$ cat src/rtl/tc_m.sv
// tc_m: memory-mapped countdown timer (CTRL/PRESET/COUNT) with interrupt; `TC_AUTORELOAD_EN enables Mode 1 auto-reload
module tc_m #(
    parameter logic [31:0] BASE = 32'h0000_7F00
) (
    input  logic        Clk,
    input  logic        Reset,
    input  logic [31:0] Addr,
    input  logic [31:0] WD,
    input  logic        WE,
    output logic [31:0] RD,
    output logic        IRQ
);
    typedef enum logic [1:0] {S_IDLE, S_LOAD, S_CNT, S_INT} state_t;

    state_t      state_q, state_d;
    logic [3:0]  ctrl_q, ctrl_d;
    logic [31:0] preset_q, preset_d;
    logic [31:0] count_q, count_d;
    logic        irq_pend_q, irq_pend_d;
    logic        sel, wr_ctrl, wr_preset, reload, irq_set, irq_hw_clr;
    logic [1:0]  off;
    logic        unused_addr;

    assign sel         = Addr[31:4] == BASE[31:4];
    assign off         = Addr[3:2];
    assign wr_ctrl     = WE & sel & (off == 2'd0);
    assign wr_preset   = WE & sel & (off == 2'd1);
    assign unused_addr = ^Addr[1:0];

`ifdef TC_AUTORELOAD_EN
    assign reload = ctrl_q[2:1] == 2'd1;
`else
    assign reload = 1'b0;
`endif

    // Read mux: purely a function of the address and the register contents
    always_comb begin
        RD = 32'd0;
        if (sel) begin
            case (off)
                2'd0:    RD = {28'd0, ctrl_q};
                2'd1:    RD = preset_q;
                2'd2:    RD = count_q;
                default: RD = 32'd0;
            endcase
        end
    end

    assign IRQ = irq_pend_q & ctrl_q[3];

    // Next state: FSM first, then software writes override, then the hardware irq set wins last
    always_comb begin
        state_d    = state_q;
        ctrl_d     = ctrl_q;
        preset_d   = preset_q;
        count_d    = count_q;
        irq_set    = 1'b0;
        irq_hw_clr = 1'b0;
        case (state_q)
            S_IDLE: state_d = ctrl_q[0] ? S_LOAD : S_IDLE;
            S_LOAD: begin
                count_d = preset_q;
                state_d = S_CNT;
            end
            S_CNT: begin
                if (!ctrl_q[0]) begin
                    state_d = S_IDLE;
                end else if (count_q <= 32'd1) begin
                    count_d = 32'd0;
                    irq_set = 1'b1;
                    state_d = S_INT;
                end else begin
                    count_d = count_q - 32'd1;
                end
            end
            default: begin
                if (reload) begin
                    irq_hw_clr = 1'b1;
                    state_d    = S_LOAD;
                end else begin
                    ctrl_d[0] = 1'b0;
                    state_d   = S_IDLE;
                end
            end
        endcase
        if (wr_ctrl) ctrl_d = WD[3:0];
        if (wr_preset) preset_d = WD;
        irq_pend_d = irq_set ? 1'b1 : (wr_ctrl | wr_preset | irq_hw_clr) ? 1'b0 : irq_pend_q;
    end

    // State registers with asynchronous reset
    always_ff @(posedge Clk or posedge Reset) begin
        if (Reset) begin
            state_q    <= S_IDLE;
            ctrl_q     <= 4'd0;
            preset_q   <= 32'd0;
            count_q    <= 32'd0;
            irq_pend_q <= 1'b0;
        end else begin
            state_q    <= state_d;
            ctrl_q     <= ctrl_d;
            preset_q   <= preset_d;
            count_q    <= count_d;
            irq_pend_q <= irq_pend_d;
        end
    end
endmodule

$ cat config.mk
export PLATFORM = sky130hd
export DESIGN_NAME = tc_m
export DESIGN_NICKNAME = d
export VERILOG_FILES = /design/src/rtl/tc_m.sv
export SDC_FILE = /design/constraint.sdc
export NUM_CORES = 1
export LEC_CHECK = 0
export CELL_PAD_IN_SITES_DETAIL_PLACEMENT = 0
export CELL_PAD_IN_SITES_GLOBAL_PLACEMENT = 1
export CORE_MARGIN = 4
export CORE_UTILIZATION = 38
export DETAILED_ROUTE_END_ITERATION = 16
export PLACE_DENSITY = 0.8
export SLEW_MARGIN = 0
export SYNTH_ARGS = -nofsm -noshare
export SYNTH_HDL_FRONTEND = slang
export SYNTH_SLANG_ARGS = --single-unit
$ cat constraint.sdc
create_clock -name Clk -period 3.5 [get_ports Clk]
set_input_delay 0.7 -clock Clk [delete_from_list [all_inputs] [get_ports Clk]]
set_output_delay 0.7 -clock Clk [all_outputs]
set_load 0.02 [all_outputs]
=== Word level (Yosys, flattened, before mapping) ===
Cells that the tools add are included.

* Register bits after elaboration: 71
* Bits of input ports: 67
* Output and inout port bits: 33
* Word-level logic and storage cells: 43

* Add/subtract/negate cells: 1
* $lt $le $gt $ge: 1
* Eq/ne operators: 8
* Muxes and demuxes: 16
* Bitwise logic cells: 5
* Reductions and logical operators: 6

{| class="wikitable"
|+ Operators with widths
! cell !! count
|-
| $mux 32 || 3
|-
| $pmux 32 s3 || 1
|-
| $pmux 32 s2 || 1
|-
| $le 32x1->1 const B || 1
|-
| $sub 32x1->32 const B || 1
|-
| $eq 28x11->1 const B || 1
|-
| $mux 1 || 8
|-
| $pmux 2 s3 || 1
|-
| $and 1x1->1 || 4
|-
| $eq 2x1->1 const B || 2
|-
| $eq 2x2->1 const B || 2
|-
| $logic_not 2->1 || 2
|-
| $mux 2 || 2
|-
| $reduce_bool 2->1 || 2
|-
| $ne 3x3->1 const B || 1
|-
| $reduce_or 3->1 || 1
|-
| $ne 2x1->1 const B || 1
|-
| $ne 2x2->1 const B || 1
|-
| $reduce_and 2->1 || 1
|-
| $or 1x1->1 || 1
|}

=== Depth between registers and ports, before layout ===
Gate-level depths: netlist (run 1).

* Word-level depth: 6
* Depth in mapped cells: 8

=== Worst setup path before layout (run 1) ===
Ideal clock, no wire load.

* Path type: input to output
* Start: in Addr[5]
* End: out RD[10]
* Arrival: 2,384 ps
* Data required time: 2,800 ps
* Path slack: 416 ps
* Cell stages on the path: 5
* Path buffers: 2
* Cell sequence: or4b_1 or4_1 clkbuf_1 clkbuf_1 nor2_1

* Word-level cells in the longest chain between the ends: 2

{| class="wikitable"
|+ RTL lines
! element !! line !! text
|-
| start, declared || 7 || <nowiki>input logic [31:0] Addr,</nowiki>
|-
| $eq 28x11->1 || 24 || <nowiki>assign sel = Addr[31:4] == BASE[31:4];</nowiki>
|-
| $mux 32 || 39 || <nowiki>if (sel) begin</nowiki>
|-
| end, declared || 10 || <nowiki>output logic [31:0] RD,</nowiki>
|}

No other way between the ends.

=== Final worst setup path (run 1) ===
* Start: in Addr[5]
* End: out RD[31]

Same word-level chain as after synthesis.

==> results.cfg, run 1 <==
[global_route]
number_of_antenna_violations_at_the_first_check_in_global_routing = 0
grt_max_degree = 72
grtUsageTotal_pct = 20.2
met2_usage_pct = 33.2
grt_busiest_layer = met2
grt_overflow = 0
use_met1_pct = 26.4
grt_pass1_vias = 4002
grt_pass1_wl_um = 20800
groute.layer.met3.usage_pct = 5.24

[floorplanning]
chipWidth_um = 113
core_region_area_um2 = 10800
floorplan.die_area_um2 = 12800
placement_rows = 38
io_pins = 100
die_y_um = 113
initial_core_util_pct = 38.8

[yosys]
distinct_cells_synth = 53
synth.cells.most_frequent = 71 x sky130_fd_sc_hd__dfrtp_1, 60 x sky130_fd_sc_hd__nor2_1, 34 x sky130_fd_sc_hd__mux2_2
netlist.area_leader.share_pct = 42.4
post_synth_inst_count = 448
synth_flop_cell = sky130_fd_sc_hd__dfrtp_1
syn-cell-area_um2 = 4190
synthesis.yosys.warnings = 0
synth_edf_count = 0
synth_sequential_area_ratio_pct = 42.4
post-synth-top-count-cell = sky130_fd_sc_hd__dfrtp_1
cell_types_occupying_the_most_area_after_synthesis = sky130_fd_sc_hd__dfrtp_1 42%, sky130_fd_sc_hd__mux2_2 9.1%, sky130_fd_sc_hd__a22oi_1 5.6%, sky130_fd_sc_hd__nor2_1 5.4%, sky130_fd_sc_hd__a21oi_1 2.7%
syn_area_per_cell_um2 = 9.35
total_of_flip_flops_plus_latches_after_synthesis = 71
syn_nets = 517
fraction_of_registers_with_async_set_reset_pct = 100
synth_top_cell_by_area = sky130_fd_sc_hd__dfrtp_1

[worst_setup_path]
path_cells = clkdlybuf4s50_1 -> or4b_1 -> or4_4 -> buf_12 -> nor2_1 -> clkdlybuf4s15_2
cpPeakStageDelay_ps = 540
cp_max_fo = 35
worstPathArrival_ps = 2750
setup.worst_path.end_class = output pin
path_class = input port to output pin
worst_path_slowest_cell = sky130_fd_sc_hd__or4_4
critPathLaunchType = input port
critical_path_required_ps = 2800

[status]
status = completed

[timing]
final_max_slew_viol_count = 0
final_min_period_over_clock_period_pct = 98.7
rsz0062_at_grt = false
fin_crit_ps = 3450
fmax_mhz = 290
timing_hold_violations_final = 0
worstMarginPinSlew_ps = 1040
finalSetupViolCount = 0
relative_slew_slack_pct = 30.9
fin_worst_skew_ps = 11.9
fin_setup_tns_ps = 0

[drt]
route.detailed.drc = 0
router_iterations_before_antenna_repair = 5
viasPerCell = 5.75
vias = 3966
wl_um = 12400
postRouteAntennaNets = 0
drt_iter0_markers = 177
wl_per_cell_um = 18.0

[power_and_ir_drop]
vdd.ir_drop.worst_uv = 211
power_mw = 1.61
power_density_nw_per_um2 = 293
p_leak_nw = 2.58

[worst_hold_path]
min-delay-path-class = register to register

[clock_network]
post_cts_hold_buffer_count = 0
cts_tree = done
total_number_of_h_tree_levels = 3
postCtsSetupRepairBufs = 0
clockRootBuffer = sky130_fd_sc_hd__clkbuf_8
worst_setup_hold_path_clk_slew_ps = 80
cts-root-to-sink-buffers = 2
clkLatencyLatePin_ps = 370
tritoncts.num_buffers = 9
clkSinkCount = 71

[cells_and_area]
fillerInstances = 1034
area_taken_by_multi_input_logic_gates_um2 = 2290
area_delta_synth_final_pct = 31.4
finalCoreUtilization_pct = 51.0
final_layout_size_suffix_gt1_share_pct = 21.8
design.final.nets = 614
diodes = 0
regArea_um2 = 1780

[flow_run]
cap_viol_max_count = 0

[placement]
placer_s_final_routability_congestion_estimate = 0.836
dpl.hpwl_um = 8520
io_buffer_count = 97
==> placed cells by master (no fill, tap or decap), types with 14 or more instances in the layout <==
cell,instances
sky130_fd_sc_hd__mux2_2,34
sky130_fd_sc_hd__buf_4,16
sky130_fd_sc_hd__a21oi_1,23
sky130_fd_sc_hd__nand2_1,21
sky130_fd_sc_hd__and3_1,14
sky130_fd_sc_hd__nand3_1,22
sky130_fd_sc_hd__dfrtp_1,71
sky130_fd_sc_hd__clkbuf_2,24
sky130_fd_sc_hd__nor2_1,59
sky130_fd_sc_hd__clkdlybuf4s50_1,65
sky130_fd_sc_hd__a22oi_1,31
==> layer usage <==
metal | routed length, um | share of wire (%)
met5 | 0 | 0
met4 | 200 | 1.6
met1 | 5500 | 44
met2 | 6120 | 49
met3 | 587 | 4.7
==> layout make-up <==
type / count / area share [%]
Timing Repair Buffer: 118 / 19.2
Tap cell: 140 / 3.18
Clock buffer: 10 / 2.50
Multi-Input combinational cell: 341 / 41.5
Sequential cell: 71 / 32.3
Inverter: 4 / 0.273
Clock inverter: 6 / 1.09
==> sequential cells by signal (all words and copies together), names as in the netlist <==
register / flops
count_q: 32
ctrl_q: 4
irq_pend_q: 1
preset_q: 32
state_q: 2
==> final timing paths <==
path                                         start                       end  slack [ps]  cells past startpoint
min in group asynchronous                    Reset    count_q[8]$_DFFE_PP0P_         730                      3
setup / recovery                           Addr[5]                    RD[31]          50                      6
max in group asynchronous                    Reset  preset_q[26]$_DFFE_PP0P_        2460                      3
setup reg to reg           count_q[12]$_DFFE_PP0P_    count_q[6]$_DFFE_PP0P_         660                      5
hold / removal               ctrl_q[1]$_DFFE_PP0P_     ctrl_q[1]$_DFFE_PP0P_         510                      1
hold reg to reg              ctrl_q[1]$_DFFE_PP0P_     ctrl_q[1]$_DFFE_PP0P_         510                      1
==> worst max-delay path: cells and delay by family <==
family / cells / cell delay [ps]
buf+inv: 3 / 850
simple gates: 3 / 1200
==> report_power, final <==
group | leakage [nW] | switching [mW] | internal, mW
Combinational | 1.50 | 0.0441 | 0.0743
Clock | 0.0981 | 0.332 | 0.344
Sequential | 0.987 | 0.0000000782 | 0.820
Total | 2.58 | 0.376 | 1.24
==> kinds of logic (layout without fill, tap and decap cells) <==
group           Yosys count  count (layout)  share of synthesized area (%)
simple gates            188             188                           24.3
xor+xnor                  2               2                          0.418
mux                      42              42                           11.1
fa+ha+maj                 2               2                          0.597
flops                    71              71                           42.4
compound gates          107             107                           17.8
buf+inv                  36             138                           3.37
==> metrics by stage <==
step / area [um2] / setup WS (ps) / hold WS (ps) / instances
6_report: 5510 / 47.1 / 514 / 690
5_1_grt: 5510 / 3.20 / 524 / 690
4_1_cts: 5650 / 0.407 / 517 / 690
3_5_place_dp: 5440 / -368 / 498 / 674
3_3_place_gp: 5440 / -341 / 490 / 674
2_1_floorplan: 4190 / 416 / 462 / 448
==> timing repair <==
item                                   CTS  global route
endpoints found under the hold margin    0             0
setup endpoints to repair               32            28
resized for setup                       70            31
pin swaps                                0             0
(Power assumes the default switching activity.)
==> run 2: changes to the inputs <==
--- a/config.mk
+++ b/config.mk
@@ -7,10 +7,12 @@
 export LEC_CHECK = 0
 export CELL_PAD_IN_SITES_DETAIL_PLACEMENT = 0
 export CELL_PAD_IN_SITES_GLOBAL_PLACEMENT = 1
+export CORE_ASPECT_RATIO = 0.9
 export CORE_MARGIN = 4
 export CORE_UTILIZATION = 38
 export DETAILED_ROUTE_END_ITERATION = 16
 export PLACE_DENSITY = 0.8
+export SKIP_LAST_GASP = 1
 export SLEW_MARGIN = 0
 export SYNTH_ARGS = -nofsm -noshare
 export SYNTH_HDL_FRONTEND = slang
==> run 2 against run 1 <==
Setup slack gained 18 ps. Highest routed layer unchanged. Total power grew 21%. Critical path depth is the same. Final cell count shrank 1.0%. Worst hold slack lost 5.9 ps.
==> results.cfg, run 2 (synthesis gave the netlist of run 1 again) <==
[clock_network]
cts-root-to-sink-buffers = 2
postCtsSetupRepairBufs = 0
clkLatencyLatePin_ps = 330
clkSinkCount = 71
tritoncts.num_buffers = 9
clockRootBuffer = sky130_fd_sc_hd__clkbuf_16
cts_tree = done
total_number_of_h_tree_levels = 3
worst_setup_hold_path_clk_slew_ps = 60

[cells_and_area]
mostFrequentLayoutCells = 71 x sky130_fd_sc_hd__dfrtp_1, 65 x sky130_fd_sc_hd__clkdlybuf4s50_1, 59 x sky130_fd_sc_hd__nor2_1
area_delta_synth_final_pct = 36.6
design.final.nets = 614
biggestRegsByFlops = count_q (32), preset_q (32), ctrl_q (4)
diodes = 0
area_taken_by_multi_input_logic_gates_um2 = 2290
fillerInstances = 1012
final_layout_size_suffix_gt1_share_pct = 21.8
regArea_um2 = 1780
commonest_non_fill_non_tap_cell_in_the_layout = sky130_fd_sc_hd__dfrtp_1

[worst_setup_path]
path_class = input port to output pin
setup.worst_path.end_class = output pin
critical_path_required_ps = 2800
worstPathArrival_ps = 2740
critPathLaunchType = input port
cpPeakStageDelay_ps = 550
cp_max_fo = 18
path_cells = clkdlybuf4s50_1 -> or4b_1 -> or4_4 -> buf_12 -> nor2_1 -> clkdlybuf4s15_2
worst_path_slowest_cell = sky130_fd_sc_hd__or4_4

[worst_hold_path]
min-delay-path-class = register to register

[floorplanning]
die_y_um = 108
placement_rows = 36
floorplan.die_area_um2 = 12800
chipWidth_um = 119
initial_core_util_pct = 38.8
io_pins = 100
core_region_area_um2 = 10800

[timing]
fmax_mhz = 291
layout_setup_ws_ps = 64.8
finalSetupViolCount = 0
rsz0062_at_grt = true
fin_setup_tns_ps = 0
worstMarginPinSlew_ps = 971
fin_crit_ps = 3440
fin_worst_skew_ps = 5.90
final_min_period_over_clock_period_pct = 98.1
timing_hold_violations_final = 0
finalHoldWorstSlack_ps = 508
final_max_slew_viol_count = 0
relative_slew_slack_pct = 35.3

[power_and_ir_drop]
power.share.switching_pct = 20.1
p_int_mw = 1.56
comb_power_share_pct = 6.1
p_leak_nw = 2.65
vdd.ir_drop.worst_uv = 291
power_frac_clock_pct = 51.7
pwr-share-seq_pct = 42.2
net-switching-power_uw = 391
power_density_nw_per_um2 = 340
power_mw = 1.95

[drt]
viasPerCell = 5.83
wl_per_cell_um = 18.3
route.detailed.drc = 0
drt_iter0_markers = 226
wl_um = 12500
router_iterations_before_antenna_repair = 4
postRouteAntennaNets = 0
vias = 3985

[global_route]
grt_pass1_wl_um = 20700
grtUsageTotal_pct = 19.9
grt_pass1_vias = 3986
grt_max_degree = 38
number_of_antenna_violations_at_the_first_check_in_global_routing = 0
grt_overflow = 0

[placement]
place_ws_ps = -340
dpl.hpwl_um = 8350
placer_s_final_routability_congestion_estimate = 0.832
io_buffer_count = 97

[status]
status = completed

[flow_run]
cap_viol_max_count = 0
-- run 2: timing repair --
item	CTS	global route
gates resized for setup	96	17
hold buffers	0	0
cloned	0	1
endpoints found under the setup margin	32	32
pin swaps	0	1
-- run 2: power groups by stage --
| stage | sequential (mW) | combinational (mW) | clock [mW] |
|---|---|---|---|
| after CTS | 0.821 | 0.121 | 1.03 |
| final | 0.821 | 0.119 | 1.01 |
| after floorplan | 0.836 | 0.0274 | 0 |
| after global routing | 0.821 | 0.129 | 1.06 |
| after detailed placement | 0.836 | 0.120 | 0 |
| after global placement | 0.836 | 0.118 | 0 |
-- run 2: routing by layer --
metal / routed length (um) / vias to the layer above / global-route usage (%) / part of all wire, %
met3: 888 / 12 / 4.89 / 7.1
met1: 5530 / 1952 / 26.9 / 44
met5: 0 / - / 0 / 0
li1: - / 1890 / - / -
met4: 129 / 0 / 4.14 / 1.0
met2: 5950 / 131 / 32.7 / 48
-- run 2: path summary, 6_finish.rpt --
| kind | start | to | slack, ps | depth (start not counted) |
|---|---|---|---|---|
| min | ctrl_q[2]$_DFFE_PP0P_ | ctrl_q[2]$_DFFE_PP0P_ | 510 | 1 |
| max | Addr[5] | RD[31] | 60 | 6 |
| min reg2reg | ctrl_q[2]$_DFFE_PP0P_ | ctrl_q[2]$_DFFE_PP0P_ | 510 | 1 |
| max in group asynchronous | Reset | count_q[31]$_DFFE_PP0P_ | 1990 | 3 |
| max reg2reg | count_q[12]$_DFFE_PP0P_ | count_q[6]$_DFFE_PP0P_ | 670 | 5 |
| min in group asynchronous | Reset | preset_q[1]$_DFFE_PP0P_ | 840 | 2 |
-- run 2: cell type report --
type	instances	share of cell area (%)
flip-flops and latches	71	31.0
inverters	4	0.262
well taps	133	2.91
repair buffers	118	20.1
multi-input cells	341	39.9
clock inverters	5	1.40
clock buffers	11	4.41
-- run 2: through the flow --
step / util (%) / instances / cell area, um2
final: 53.0 / 683 / 5730
after global routing: 53.0 / 683 / 5730
after CTS: 53.6 / 682 / 5800
after detailed placement: 50.2 / 666 / 5420
after global placement: 50.2 / 666 / 5420
after floorplan: - / 448 / 4190
-- run 2: worst max-delay path, delay by kind of cell --
family                 cells  cell delay, ps
buffers and inverters      3             850
AND/OR/NAND/NOR            3            1190
==> run 3: changes to the inputs <==
==> config.mk (replaced) <==
export PLATFORM = sky130hd
export DESIGN_NAME = tc_m
export DESIGN_NICKNAME = d
export VERILOG_FILES = /design/src/rtl/tc_m.sv
export SDC_FILE = /design/constraint.sdc
export NUM_CORES = 1
export LEC_CHECK = 0
export CORE_ASPECT_RATIO = 0.9
export CORE_MARGIN = 4
export CORE_UTILIZATION = 50
export DETAILED_ROUTE_END_ITERATION = 16
export PLACE_DENSITY = 0.79
export SKIP_LAST_GASP = 1
export SLEW_MARGIN = 0
export SYNTH_ARGS = -nofsm -noshare
export SYNTH_HDL_FRONTEND = slang
export SYNTH_SLANG_ARGS = --single-unit
==> run 3 against run 2 <==
First-iteration DRC count grew 54%. Via count grew 2.2%. Sequential power barely moved. Worst hold slack improved by 15 ps. Clock skew up 3.6 ps. Sequential share of layout area grew 1.4 points. Die area decreased by 22%. Non-clock buffer count fell by 3.
==> results.cfg, run 3 (synthesis gave the netlist of run 1 again) <==
[worst_setup_path]
cp_max_fo = 18
setup.worst_path.end_class = output pin
r2r_end = count_q[6]$_DFFE_PP0P_
path_cells = clkdlybuf4s50_1 -> or4b_1 -> or4_4 -> buf_12 -> nor2_1 -> clkdlybuf4s15_2
worst_path_slowest_cell = sky130_fd_sc_hd__or4_4
critical_path_required_ps = 2800
cp-startpoint = Addr[5]
crit_reg_reg_startpoint = count_q[4]$_DFFE_PP0P_
timing.critical_path.to = RD[30]
worstPathArrival_ps = 2760
critPathLaunchType = input port
path_class = input port to output pin
regToRegSetupSlack_ps = 550
reg2regPathDepth = 5
cpPeakStageDelay_ps = 580

[placement]
placed_cells = 629
io_buffer_count = 97
dpl.hpwl_um = 7950
placer_s_final_routability_congestion_estimate = 0.888

[floorplanning]
chipWidth_um = 104
die_y_um = 94.8
core_region_area_um2 = 8110
initial_core_util_pct = 51.7
floorplan.die_area_um2 = 9910
io_pins = 100
placement_rows = 31

[global_route]
use_met1_pct = 31.6
number_of_antenna_violations_at_the_first_check_in_global_routing = 0
grt_pass1_wl_um = 20000
grt_busiest_layer = met2
groute.layer.met3.usage_pct = 5.33
grt_overflow = 0
grtUsageTotal_pct = 24.7
met2_usage_pct = 42.3
grt_max_degree = 38
grt_pass1_vias = 4116

[cells_and_area]
biggestRegsByFlops = count_q (32), preset_q (32), ctrl_q (4)
area_taken_by_multi_input_logic_gates_um2 = 2290
fillerInstances = 675
mostFrequentLayoutCells = 71 x sky130_fd_sc_hd__dfrtp_1, 65 x sky130_fd_sc_hd__clkdlybuf4s50_1, 59 x sky130_fd_sc_hd__nor2_1
design.final.nets = 611
diodes = 0
area_delta_synth_final_pct = 30.8
commonest_non_fill_non_tap_cell_in_the_layout = sky130_fd_sc_hd__dfrtp_1
layout.cells.non_filler = 645
regArea_um2 = 1780
final_layout_size_suffix_gt1_share_pct = 21.4

[clock_network]
clkLatencyLatePin_ps = 350
cts-root-to-sink-buffers = 2
total_number_of_h_tree_levels = 3
cts_tree = done
clockRootBuffer = sky130_fd_sc_hd__clkbuf_8
worst_setup_hold_path_clk_slew_ps = 70
postCtsSetupRepairBufs = 0
clkSinkCount = 71
tritoncts.num_buffers = 9

[status]
status = completed

[power_and_ir_drop]
p_leak_nw = 2.60
vdd.ir_drop.worst_uv = 259
power_density_nw_per_um2 = 302
power_mw = 1.65

[timing]
final_max_slew_viol_count = 0
timing_hold_violations_final = 0
fmax_mhz = 289
final_min_period_over_clock_period_pct = 98.9
fin_worst_skew_ps = 9.53
fin_setup_tns_ps = 0
worstMarginPinSlew_ps = 1020
fin_crit_ps = 3460
finalSetupViolCount = 0
relative_slew_slack_pct = 32.0

[drt]
route.detailed.drc = 0
drt_iter0_markers = 347
wl_um = 12300
wl_per_cell_um = 19.1
router_iterations_before_antenna_repair = 5
viasPerCell = 6.31
vias = 4073
postRouteAntennaNets = 0

[worst_hold_path]
min-delay-path-class = register to register
worst_hold_path.num_cells = 2

[flow_run]
cap_viol_max_count = 0
## run 3: where the power goes
part,internal (mW),leakage (nW),switching [mW]
Clock,0.396,0.105,0.319
Combinational,0.0744,1.51,0.0438
Sequential,0.820,0.987,0.0000000794
## run 3: routing by layer
metal / vias to the layer above / wire (um)
met1: 2008 / 5160
met5: - / 0
li1: 1873 / -
met4: 0 / 253
met2: 162 / 6020
met3: 30 / 863
## run 3: final cells by class
type | instances | area share [%]
multi-input cells | 341 | 41.8
flip-flops and latches | 71 | 32.4
repair buffers | 115 | 19.4
clock buffers | 9 | 2.26
well taps | 99 | 2.26
clock inverters | 6 | 1.57
inverters | 4 | 0.274
## run 3: repair_timing
item	in CTS	in global routing
endpoints found under the setup margin	32	32
resized for setup	91	28
hold buffers	0	0
gates cloned	0	1
## run 3: worst min-delay path by stage
stage / startpoint / endpoint / slack (ps)
after CTS: ctrl_q[1]$_DFFE_PP0P_ / ctrl_q[1]$_DFFE_PP0P_ / 520
after detailed placement: ctrl_q[1]$_DFFE_PP0P_ / ctrl_q[1]$_DFFE_PP0P_ / 510
after global routing: ctrl_q[1]$_DFFE_PP0P_ / ctrl_q[1]$_DFFE_PP0P_ / 550
after global placement: ctrl_q[1]$_DFFE_PP0P_ / ctrl_q[1]$_DFFE_PP0P_ / 490
final: irq_pend_q$_DFFE_PP0P_ / irq_pend_q$_DFFE_PP0P_ / 520
after floorplan: irq_pend_q$_DFFE_PP0P_ / irq_pend_q$_DFFE_PP0P_ / 460
## run 3: stage by stage
step	setup WS (ps)	utilization (%)	hold slack (ps)	instance area, um2
finish	38.0	67.6	523	5480
global route	-16.4	67.6	550	5480
CTS	0.419	69.1	522	5600
detailed placement	-340	66.1	505	5360
global placement	-304	66.1	492	5360
floorplan	416	-	462	4190
## run 3: worst max-delay path: cells and delay by family
| kind | cells | cell delay, ps |
|---|---|---|
| buffers and inverters | 3 | 860 |
| AND/OR/NAND/NOR | 3 | 1200 |
==> variant, RTL diff (flow settings as in run 3) <==
Add a define of `TC_AUTORELOAD_EN`.
--- a/src/rtl/tc_m.sv
+++ b/src/rtl/tc_m.sv
@@ -1,3 +1,5 @@
 // tc_m: memory-mapped countdown timer (CTRL/PRESET/COUNT) with interrupt; `TC_AUTORELOAD_EN enables Mode 1 auto-reload
+`define TC_AUTORELOAD_EN
+
 module tc_m #(
     parameter logic [31:0] BASE = 32'h0000_7F00
Behaviour: not the same (Yosys sat finds a counterexample within 10 cycles, from zero or initial values and one cycle with Reset high).
==> variant against run 3 <==
  * Sequential cell count is the same
  * Die area is 0.27% lower
  * Total power shrank 7.6%
  * Utilization is 0.68 points lower
  * Worst setup slack better by 0.013 ns
  * Critical path depth unchanged
  * Wire length down 1.7%
  * Area after synthesis is 0.30% lower
  * Synthesized cell count fell by 0.45%
  * Design area fell by 1.0%
  * Critical path type unchanged
  * Largest power group unchanged
  * Highest routed layer unchanged
==> variant: results (changes against run 3) <==
[layout]
final_nets = 609  ; was 611
diodes = 0  ; unchanged
reg_top3 = count_q: 32 flops, preset_q: 32 flops, ctrl_q: 4 flops  ; unchanged
drive_gt1_share_pct = 21.1  ; was 21.4%

[power_and_ir_drop]
clock_power_share_pct = 38.6  ; was 43.3%
intPower_mw = 1.19  ; was 1.29 mW
max-vdd-ir-drop_v = 0.000207  ; was 0.000259 V
p_leak_nw = 2.51  ; was 2.60 nW
combPwrFrac_pct = 7.7  ; was 7.2%
comb_power_uw = 118  ; about the same

[synth]
mappedNetlistNets = 515  ; was 517
synth_common_cells = dfrtp_1, nor2_1, mux2_2, a22oi_1, clkbuf_1  ; unchanged
ys.flop_type = dfrtp_1  ; unchanged
syn_area_per_cell_um2 = 9.37  ; was 9.35 um2
synth_seq_area_share_pct = 42.5  ; was 42.4%
ys_warn_count = 0  ; unchanged
async_flop_share_pct = 100  ; unchanged
synthTopCellsByArea = dfrtp_1, mux2_2, a22oi_1  ; unchanged
synth.distinct_cells = 46  ; was 53

[place]
placed_cell_area_mm2 = 0.00533  ; was 0.00536 mm2
port_buffers = 97  ; unchanged
dp_hpwl_mm = 8.58  ; was 7.95 mm
place.gp.congestion = 0.935  ; was 0.888
place_ws_ns = -0.335  ; was -0.340 ns
dp.cells = 628  ; was 629

[worst_setup_path]
path_max_fanout = 19  ; was 18
reg2reg_from = count_q[25]  ; was count_q[4]
setup.worst_path.start = Addr[5]  ; unchanged
critPathArrivalTime_ns = 2.75  ; was 2.76 ns

[clock_network]
cts_made_buffers = 9  ; unchanged
htreeDepth = 3  ; unchanged
cts_root_buf = clkbuf_8  ; unchanged
clk_latency_ns = 0.34
cts.path.max_buffers = 2  ; unchanged
worst_setup_hold_path_clk_slew_ns = 0.07  ; about the same

[grt]
antenna_found_initial = 0  ; unchanged
track_usage_pct = 25.1  ; was 24.7%
grt_max_degree = 43  ; was 38
grt_pass1_wl_mm = 20.2  ; was 20.0 mm

[routing]
first_pass_iters = 5  ; unchanged
avgViaCountPerCell = 6.36  ; was 6.31
drt_iter0_markers = 407  ; was 347
wl_mm = 12.1  ; was 12.3 mm
num_vias = 4093  ; was 4073

[hold_path]
hp-start = preset_q[20]  ; was irq_pend_q
hold_path.class = reg2reg  ; unchanged

[sta]
slew_headroom_pct = 43.5  ; was 32.0%
maxSlewViolCount = 0  ; unchanged
clock-skew-final_ns = 0.00731  ; was 0.00953 ns

[outcome]
status = completed  ; unchanged

## variant: routing by layer
| metal | part of all wire, % | track usage, % |
|---|---|---|
| met1 | 42 | 33.1 |
| met2 | 49 | 43.0 |
| met3 | 7.5 | 4.78 |
| met4 | 1.0 | 6.20 |
| met5 | 0 | 0 |
## variant: final timing paths
| check | endpoint | slack [ns] | depth (start not counted) |
|---|---|---|---|
| hold / removal | count_q[20] | 0.52 | 2 |
| min in group asynchronous | preset_q[7] | 0.78 | 2 |
| setup / recovery | RD[18] | 0.05 | 6 |
| setup reg to reg | count_q[16] | 0.60 | 6 |
| max in group asynchronous | ctrl_q[0] | 2.07 | 3 |
| hold reg to reg | count_q[20] | 0.52 | 2 |
## variant: area by class of cell
| cell class | count | area [um2] |
|---|---|---|
| Fill cell | 687 | 2680 |
| Multi-Input combinational cell | 334 | 2260 |
| Sequential cell | 71 | 1780 |
| Timing Repair Buffer | 117 | 1070 |
| Clock buffer | 13 | 159 |
| Tap cell | 99 | 124 |
| Inverter | 7 | 26.3 |
| Clock inverter | 3 | 17.5 |
## variant: logic make-up after synthesis
| logic type | Yosys count | synth area share, % |
|---|---|---|
| compound gates | 100 | 17.5 |
| flops | 71 | 42.5 |
| mux | 42 | 11.1 |
| simple gates | 190 | 24.5 |
| fa+ha+maj | 2 | 0.599 |
| buf+inv | 41 | 3.80 |
## variant: what timing repair did
action / CTS / global route
setup buffers: 0 / 0
hold buffers: 0 / 0
setup endpoints to repair: 32 / 32
resized for setup: 86 / 23
pin swaps: 0 / 0
## variant: critical path, stage by stage
cell and delay, ns:
clkdlybuf4s50_1 0.39, or4b_1 0.51, or4_4 0.54, buf_6 0.18, nor2_1 0.13, clkdlybuf4s15_2 0.27
